`config.mk`:
```
export PLATFORM = sky130hd
export DESIGN_NAME = clock_reg_ctrl
export DESIGN_NICKNAME = d
export VERILOG_FILES = /design/src/rtl/clock_reg_ctrl.sv
export SDC_FILE = /design/constraint.sdc
export NUM_CORES = 1
export LEC_CHECK = 0
export BUFFER_PORTS_ARGS = -buffer_cell sky130_fd_sc_hd__clkbuf_2
export CAP_MARGIN = 40
export CORE_ASPECT_RATIO = 0.9
export CORE_MARGIN = 5
export CORE_UTILIZATION = 40
export CTS_CLUSTER_SIZE = 24
export DETAILED_ROUTE_END_ITERATION = 8
export HOLD_SLACK_MARGIN = 0.06
export SKIP_LAST_GASP = 1
export SLEW_MARGIN = 0
export SYNTH_ARGS = -nofsm -noshare
export SYNTH_HDL_FRONTEND = slang
export SYNTH_SLANG_ARGS = --single-unit
```
`constraint.sdc`:
```
create_clock -name usb_clk -period 3.7 [get_ports usb_clk]
set_clock_uncertainty 0.2 [all_clocks]
set_input_delay 0.555 -clock usb_clk [delete_from_list [all_inputs] [get_ports usb_clk]]
set_output_delay 0.555 -clock usb_clk [all_outputs]
set_load 0.01 [all_outputs]
```
`src/rtl/clock_reg_ctrl.sv`:
```
// Register front end for the crypto clock selector: holds the clock-settings
// register and sequences hold -> switch -> settle -> release on every change.
module clock_reg_ctrl #(
  parameter int                     pADDR_WIDTH    = 8,
  parameter logic [pADDR_WIDTH-1:0] pCLKSET_ADDR   = 8'h05,
  parameter logic [pADDR_WIDTH-1:0] pSTATUS_ADDR   = 8'h06,
  parameter int                     pHOLD_CYCLES   = 16,
  parameter int                     pSETTLE_CYCLES = 256
) (
  input  logic                   usb_clk,
  input  logic                   reset,
  input  logic [pADDR_WIDTH-1:0] I_reg_addr,
  input  logic                   I_reg_write,
  input  logic                   I_reg_read,
  input  logic [7:0]             I_reg_datai,
  output logic [7:0]             O_reg_datao,
  input  logic                   I_j16_sel,
  input  logic                   I_k16_sel,
  output logic [4:0]             O_clock_reg,
  output logic                   O_j16_sel_sync,
  output logic                   O_k16_sel_sync,
  output logic                   O_crypto_hold,
  output logic                   O_busy
);

  localparam int HW = $clog2(pHOLD_CYCLES);
  localparam int SW = $clog2(pSETTLE_CYCLES);
  localparam int CW = ((HW > SW) ? HW : SW) + 1;
  localparam logic [CW-1:0] HOLD_LAST   = CW'(pHOLD_CYCLES - 1);
  localparam logic [CW-1:0] SETTLE_LAST = CW'(pSETTLE_CYCLES - 1);

  typedef enum logic [1:0] {ST_INIT, ST_IDLE, ST_HOLD, ST_SETTLE} state_t;

  state_t        state_q, state_d;
  logic [CW-1:0] cnt_q, cnt_d;
  logic [4:0]    shadow_q, shadow_d;
  logic [4:0]    clock_reg_q, clock_reg_d;
  logic          j16_q, j16_d, k16_q, k16_d;
  logic          hold_q, hold_d, busy_q, busy_d;
  logic [7:0]    datao_q, datao_d;

  logic j16_meta_q, j16_meta_d, j16_sync_q, j16_sync_d, j16_hist_q, j16_hist_d;
  logic k16_meta_q, k16_meta_d, k16_sync_q, k16_sync_d, k16_hist_q, k16_hist_d;

  logic dip_mode, j16_stable, k16_stable, dip_diff, change_req, capture;

  logic unused_datai;
  assign unused_datai = ^I_reg_datai[7:5];

  always_comb begin
    j16_meta_d = I_j16_sel;
    j16_sync_d = j16_meta_q;
    j16_hist_d = j16_sync_q;
    k16_meta_d = I_k16_sel;
    k16_sync_d = k16_meta_q;
    k16_hist_d = k16_sync_q;
  end

  // A DIP value only counts once it has held for two samples, so a
  // one-sample glitch never starts a sequence.
  always_comb begin
    dip_mode   = ~clock_reg_q[0];
    j16_stable = (j16_sync_q == j16_hist_q);
    k16_stable = (k16_sync_q == k16_hist_q);
    dip_diff   = (j16_stable && (j16_sync_q != j16_q)) ||
                 (k16_stable && (k16_sync_q != k16_q));
    change_req = (shadow_q != clock_reg_q) || (dip_mode && dip_diff);
  end

  always_comb begin
    shadow_d = shadow_q;
    if (I_reg_write && (I_reg_addr == pCLKSET_ADDR))
      shadow_d = I_reg_datai[4:0];
  end

  always_comb begin
    state_d = state_q;
    cnt_d   = cnt_q;
    case (state_q)
      ST_INIT: begin
        if (cnt_q == SETTLE_LAST) begin
          state_d = ST_IDLE;
          cnt_d   = '0;
        end else begin
          cnt_d = cnt_q + CW'(1);
        end
      end
      ST_IDLE: begin
        if (change_req) begin
          state_d = ST_HOLD;
          cnt_d   = '0;
        end
      end
      ST_HOLD: begin
        if (cnt_q == HOLD_LAST) begin
          state_d = ST_SETTLE;
          cnt_d   = '0;
        end else begin
          cnt_d = cnt_q + CW'(1);
        end
      end
      ST_SETTLE: begin
        if (cnt_q == SETTLE_LAST) begin
          state_d = change_req ? ST_HOLD : ST_IDLE;
          cnt_d   = '0;
        end else begin
          cnt_d = cnt_q + CW'(1);
        end
      end
      default: begin
        state_d = ST_INIT;
        cnt_d   = '0;
      end
    endcase
  end

  // The new selection is registered on entry to the final HOLD cycle, so it
  // is already visible while hold is still asserted for that cycle.
  always_comb begin
    capture     = (state_d == ST_HOLD) && (cnt_d == HOLD_LAST);
    clock_reg_d = clock_reg_q;
    j16_d       = j16_q;
    k16_d       = k16_q;
    if (capture) begin
      clock_reg_d = shadow_q;
      j16_d       = j16_sync_q;
      k16_d       = k16_sync_q;
    end else if ((state_q == ST_IDLE) && !dip_mode) begin
      if (j16_stable) j16_d = j16_sync_q;
      if (k16_stable) k16_d = k16_sync_q;
    end
    hold_d = (state_d != ST_IDLE);
    busy_d = (state_d != ST_IDLE);
  end

  always_comb begin
    datao_d = datao_q;
    if (I_reg_read) begin
      if (I_reg_addr == pCLKSET_ADDR)
        datao_d = {3'b000, shadow_q};
      else if (I_reg_addr == pSTATUS_ADDR)
        datao_d = {3'b000, busy_q, hold_q, j16_q, k16_q, clock_reg_q[0]};
      else
        datao_d = 8'h00;
    end
  end

  always_ff @(posedge usb_clk or posedge reset) begin
    if (reset) begin
      state_q     <= ST_INIT;
      cnt_q       <= '0;
      shadow_q    <= '0;
      clock_reg_q <= '0;
      j16_q       <= 1'b0;
      k16_q       <= 1'b0;
      hold_q      <= 1'b1;
      busy_q      <= 1'b1;
      datao_q     <= '0;
      j16_meta_q  <= 1'b0;
      j16_sync_q  <= 1'b0;
      j16_hist_q  <= 1'b0;
      k16_meta_q  <= 1'b0;
      k16_sync_q  <= 1'b0;
      k16_hist_q  <= 1'b0;
    end else begin
      state_q     <= state_d;
      cnt_q       <= cnt_d;
      shadow_q    <= shadow_d;
      clock_reg_q <= clock_reg_d;
      j16_q       <= j16_d;
      k16_q       <= k16_d;
      hold_q      <= hold_d;
      busy_q      <= busy_d;
      datao_q     <= datao_d;
      j16_meta_q  <= j16_meta_d;
      j16_sync_q  <= j16_sync_d;
      j16_hist_q  <= j16_hist_d;
      k16_meta_q  <= k16_meta_d;
      k16_sync_q  <= k16_sync_d;
      k16_hist_q  <= k16_hist_d;
    end
  end

  assign O_clock_reg    = clock_reg_q;
  assign O_j16_sel_sync = j16_q;
  assign O_k16_sel_sync = k16_q;
  assign O_crypto_hold  = hold_q;
  assign O_busy         = busy_q;
  assign O_reg_datao    = datao_q;

endmodule

```
Word level (Yosys, flattened, before mapping)
Index checks and enable logic that the tools add are counted.
{"block": "word_totals", "register_bits": 38, "input_bits": 22, "output_inout_bits": 17, "wordCells": 64}
{"block": "classes", "n_addsub": 1, "eq_ne": 15, "n_mux": 18, "bitwise_logic": 1, "reduce_logical": 15}
{"cell": "$mux 9", "count": 3}
{"cell": "$pmux 9 s3", "count": 1}
{"cell": "$eq 9x4->1 const B", "count": 2}
{"cell": "$eq 8x3->1 const B", "count": 2}
{"cell": "$mux 2", "count": 5}
{"cell": "$mux 5", "count": 2}
{"cell": "$add 9x1->9 const B", "count": 1}
{"cell": "$eq 9x8->1 const B", "count": 1}
{"cell": "$pmux 2 s4", "count": 1}
{"cell": "$eq 2x2->1 const B", "count": 3}
{"cell": "$logic_and 1x1->1", "count": 6}
{"cell": "$mux 1", "count": 6}
{"cell": "$reduce_bool 2->1", "count": 3}
{"cell": "$ne 5x5->1", "count": 1}
{"cell": "$reduce_and 2->1", "count": 2}
{"cell": "$eq 1x1->1", "count": 2}
{"cell": "$eq 2x1->1 const B", "count": 1}
{"cell": "$logic_not 2->1", "count": 1}
{"cell": "$logic_or 1x1->1", "count": 2}
{"cell": "$ne 1x1->1", "count": 2}
{"cell": "$ne 2x1->1 const B", "count": 1}
{"cell": "$reduce_or 2->1", "count": 1}
{"cell": "$not 1->1", "count": 1}

Longest topological paths before layout
{"block": "depth", "depth_word": 12, "depth_mapped": 12, "mapped_depth_nobuf": 12}

Worst setup path after synthesis
OpenSTA, ideal clock, no wires.
{"block": "synth_path", "kind": "register to register", "from": "register cnt_q[0]", "to": "register clock_reg_q[0] (netlist: O_clock_reg[0])", "setup_ps": 125, "arrival_ps": 2915, "t_required_ps": 3375, "setup_slack_ps": 460, "path_stages_with_launch": 13, "path_buffers": 1, "synth_period_minus_slack_ps": 3240, "cell_sequence": "dfrtp_1 > ha_1 > nand3_1 > nor2_1 > and3_1 > ha_1 > or3_1 > clkbuf_1 > a21oi_1 > o221ai_1 > nor3_2 > nand4b_4 > mux2_2"}
{"block": "synth_via", "elab_chain_cells": 5, "elab_cells_between_ends": 14, "classes_between": "add/sub: 1; eq/ne: 4; mux: 8; reduce/logical: 1"}
{"item": "start: declaration", "line_no": "35", "source": "logic [CW-1:0] cnt_q, cnt_d;"}
{"item": "start signal: assignment", "line_no": "167", "source": "cnt_q <= cnt_d;"}
{"item": "$add 9x1->9 (tied with other cells)", "line_no": "85, 99, 107"}
{"item": "$mux 9 (tied with other cells)", "line_no": "81, 103"}
{"item": "$pmux 9 s3 or $pmux 2 s4 (tied branches)", "line_no": "79", "source": "case (state_q)"}
{"item": "$eq 9x4->1 or $eq 2x2->1 (tied branches)", "line_no": "120", "source": "capture = (state_d == ST_HOLD) && (cnt_d == HOLD_LAST);"}
{"item": "$logic_and 1x1->1 *", "line_no": "120"}
{"item": "end signal: assignment", "line_no": "169", "source": "clock_reg_q <= clock_reg_d;"}
{"item": "end: declaration", "line_no": "37", "source": "logic [4:0] clock_reg_q, clock_reg_d;"}
Mark *: on every way between the ends. The rest lies on a longest branch, timed or not.
A chain may end at the register's enable or synchronous reset.

Worst setup path in the final report
{"block": "layout_path", "from": "register cnt_q[1]", "to": "register j16_q (netlist: O_j16_sel_sync)"}
{"block": "layout_via", "elab_chain_cells": 7, "elab_cells_between_ends": 18, "classes_between": "add/sub: 1; eq/ne: 4; mux: 9; reduce/logical: 4"}
{"item": "$add 9x1->9 (tied with other cells)", "line_no": "85, 99, 107"}
{"item": "$mux 9 (tied with other cells)", "line_no": "81, 103"}
{"item": "$pmux 9 s3 or $pmux 2 s4 (tied branches)", "line_no": "79"}
{"item": "$eq 9x4->1 or $eq 2x2->1 (tied branches)", "line_no": "120"}
{"item": "$logic_and 1x1->1 *", "line_no": "120"}
{"item": "$reduce_bool 2->1 (no source line)"}
{"item": "$reduce_and 2->1 (no source line)"}
{"item": "end signal: assignment", "line_no": "170", "source": "j16_q <= j16_d;"}
{"item": "end: declaration", "line_no": "38", "source": "logic j16_q, j16_d, k16_q, k16_d;"}
Marks and branches as above.

==> flow_summary.yaml <==
global_route:
  grt_pass1_vias: 1570
  antenna_found_initial: 0
  grt_use_total_pct: 14.1
  overflow: 0
  grt_max_degree: 36
  grt_pass1_wl_mm: 7.49
layout:
  layout_common_cells: "34 x dfrtp_1, 32 x clkbuf_2, 17 x nor2_1, 17 x nand2_1, 16 x a21oi_1"
  layout_commonest_cell: "dfrtp_1"
  nNetsFinal: 275
  drive_above_1_share_pct: 27.5
  regMostFlops: "cnt_q"
  diodes: 0
  largest_reg_flops: 9
  synthToLayoutAreaGrowth_pct: 17.4
clocking:
  htree_levels: 2
  root_buffer: "clkbuf_8"
  cts_max_path_buffers: 2
  cts_resized: 0
  hold_buffers: 0
  numClockSinks: 35
  cts_tree: "yes"
  clk_pin_slew_ns: 0.07
  postCtsSetupBuffers: 0
  clk_latency_ns: 0.29
  cts_buffers: 5
worst_hold_path:
  hold_path.class: "in -> async"
synth:
  syn-instance-count: 205
  synthFlopType: "dfrtp_1"
  synth_top_area_share_pct: 42.4
  synth_edf_count: 0
  ys_async_sr_fraction_pct: 100
  synth_largest_area_cell: "dfrtp_1"
  ys_seq_elements: 35
  synth_area_um2: 2000
  synth_cell_types: 52
  ys_seq_area_share_pct: 43.8
  syn_area_per_cell_um2: 9.78
  ys_warn_count: 0
  netlist_top_cells_area: "dfrtp_1 42%, mux2_2 6.2%, ha_1 4.4%"
pwr:
  p_leak_nw: 1.10
  powerDensity_nw_per_um2: 303
  ir_worst_vdd_mv: 0.227
timing:
  finalSetupViolCount: 0
  worstMarginPinSlew_ns: 0.584
  hold_violations: 0
  max_slew_margin_pct: 61.0
  rsz0062_at_grt: "false"
  period_share_pct: 93.3
  slew_violations: 0
  period_needed_ns: 3.45
  fin_tns_setup_ns: 0
  hold-worst-slack_ns: 0.137
  fmax_mhz: 290
critical_path:
  max_stage_delay_ns: 0.49
  path_class: "reg -> reg"
  worstPathRequired_ns: 3.64
  r2r_slack_ns: 0.25
  endpoint_kind: "register"
  critPathLaunch: "cnt_q[1]"
  r2r.worst_path.cells: 11
  crit_family: "simple AND/OR/NAND/NOR gates"
  regToRegStartpoint: "cnt_q[1]"
  crit_cells: 11
  arrival_ns: 3.39
  worst-path-buf-inv: 0
  path_cells: "ha_1 > nand3_1 > nor2_1 > and3_1 > ha_1 > or3_1 > a21oi_1 > o221ai_1 > or3_1 > o311ai_0 > nand4_1"
  r2r_end: "O_j16_sel_sync"
  cp_slowest_cell: "or3_1"
  cp-start-kind: "register"
  cp_max_fo: 6
  critPathCapture: "O_j16_sel_sync"
placement:
  dpl.hpwl_mm: 3.43
  routabilityCongestion: 0.814
  io_buffers: 32
floorplan:
  placementRows: 24
  initial_core_util_pct: 41.2
  dieWidth_um: 84.6
  die_h_um: 77.2
  coreArea_um2: 4860
  die_area_um2: 6530
  io_pins: 39
route:
  vias: 1705
  wirelength_mm: 4.56
  via_per_inst: 5.46
  drt-initial-drc-count: 62
  drtAntennaViolNets: 0
  drc: 0
  avgRoutedWirePerCell_um: 14.6
  first_pass_iters: 4
job:
  maxCapViolCount: 0
status:
  status: "finished clean"
[cell families (layout without fill, tap and decap cells)]
| family | count (synthesis) | count (layout) | share of synthesized area (%) |
|---|---|---|---|
| simple gates | 75 | 75 | 21.3 |
| compound gates | 54 | 54 | 18.0 |
| flops | 35 | 35 | 43.8 |
| buf+inv | 17 | 57 | 3.93 |
| mux | 11 | 11 | 6.18 |
| fa+ha+maj | 7 | 7 | 4.37 |
| xor+xnor | 5 | 5 | 2.18 |
| other cells | 1 | 3 | 0.187 |
[per-layer routing]
| metal | track usage (%) | share of wire (%) | vias to the layer above |
|---|---|---|---|
| li1 | - | - | 837 |
| met1 | 20.4 | 48 | 812 |
| met2 | 20.6 | 44 | 51 |
| met3 | 3.11 | 6.4 | 5 |
| met4 | 5.22 | 1.3 | 0 |
| met5 | 0 | 0 | - |
[cell usage after synthesis, types with 4 or more instances]
cell and instances:
a21oi_1 16, o21ai_0 10, ha_1 7, nor2_1 17, nand3_1 5, inv_1 9, nor3_1 6, xnor2_1 5
nand4_1 6, mux2_2 11, nand2_1 17, buf_4 4, a22oi_1 6, dfrtp_1 34
[cell type report]
class                           instances  area, um2
Clock buffer                            6       72.6
Tap cell                               65       81.3
Clock inverter                          2       12.5
Inverter                                9       33.8
Multi-Input combinational cell        155       1060
Fill cell                             471       2510
Timing Repair Buffer                   40        220
Sequential cell                        35        877
[worst min-delay path by stage]
stage | end | slack, ns
2_1_floorplan | j16_hist_d | 0.13
3_3_place_gp | k16_hist_d | 0.13
3_5_place_dp | j16_hist_d | 0.14
4_1_cts | k16_meta_q | 0.15
5_1_grt | k16_meta_q | 0.16
6_report | shadow_q[4] | 0.14
[worst min-delay path, stage by stage]
cell and delay, ns:
clkbuf_2 0.08, inv_1 0.04, buf_4 0.38
[report_power, final]
group	total (mW)	switching, mW	internal, mW
registers	0.401	0.00841	0.392
clock network	0.268	0.137	0.131
logic	0.0435	0.0253	0.0183
total	0.712	0.170	0.542
[through the flow]
step / cell area, um2 / util, % / total power, mW / setup WS [ns] / cells
finish: 2350 / 48.4 / 0.712 / 0.248 / 312
detailed placement: 2270 / 46.6 / 0.452 / 0.263 / 304
global route: 2350 / 48.4 / 0.747 / 0.0815 / 312
global placement: 2270 / 46.6 / 0.451 / 0.287 / 304
CTS: 2350 / 48.4 / 0.725 / 0.250 / 312
floorplan: 2010 / - / 0.433 / 0.460 / 207
Note: power is estimated with default switching activity, not from simulation.
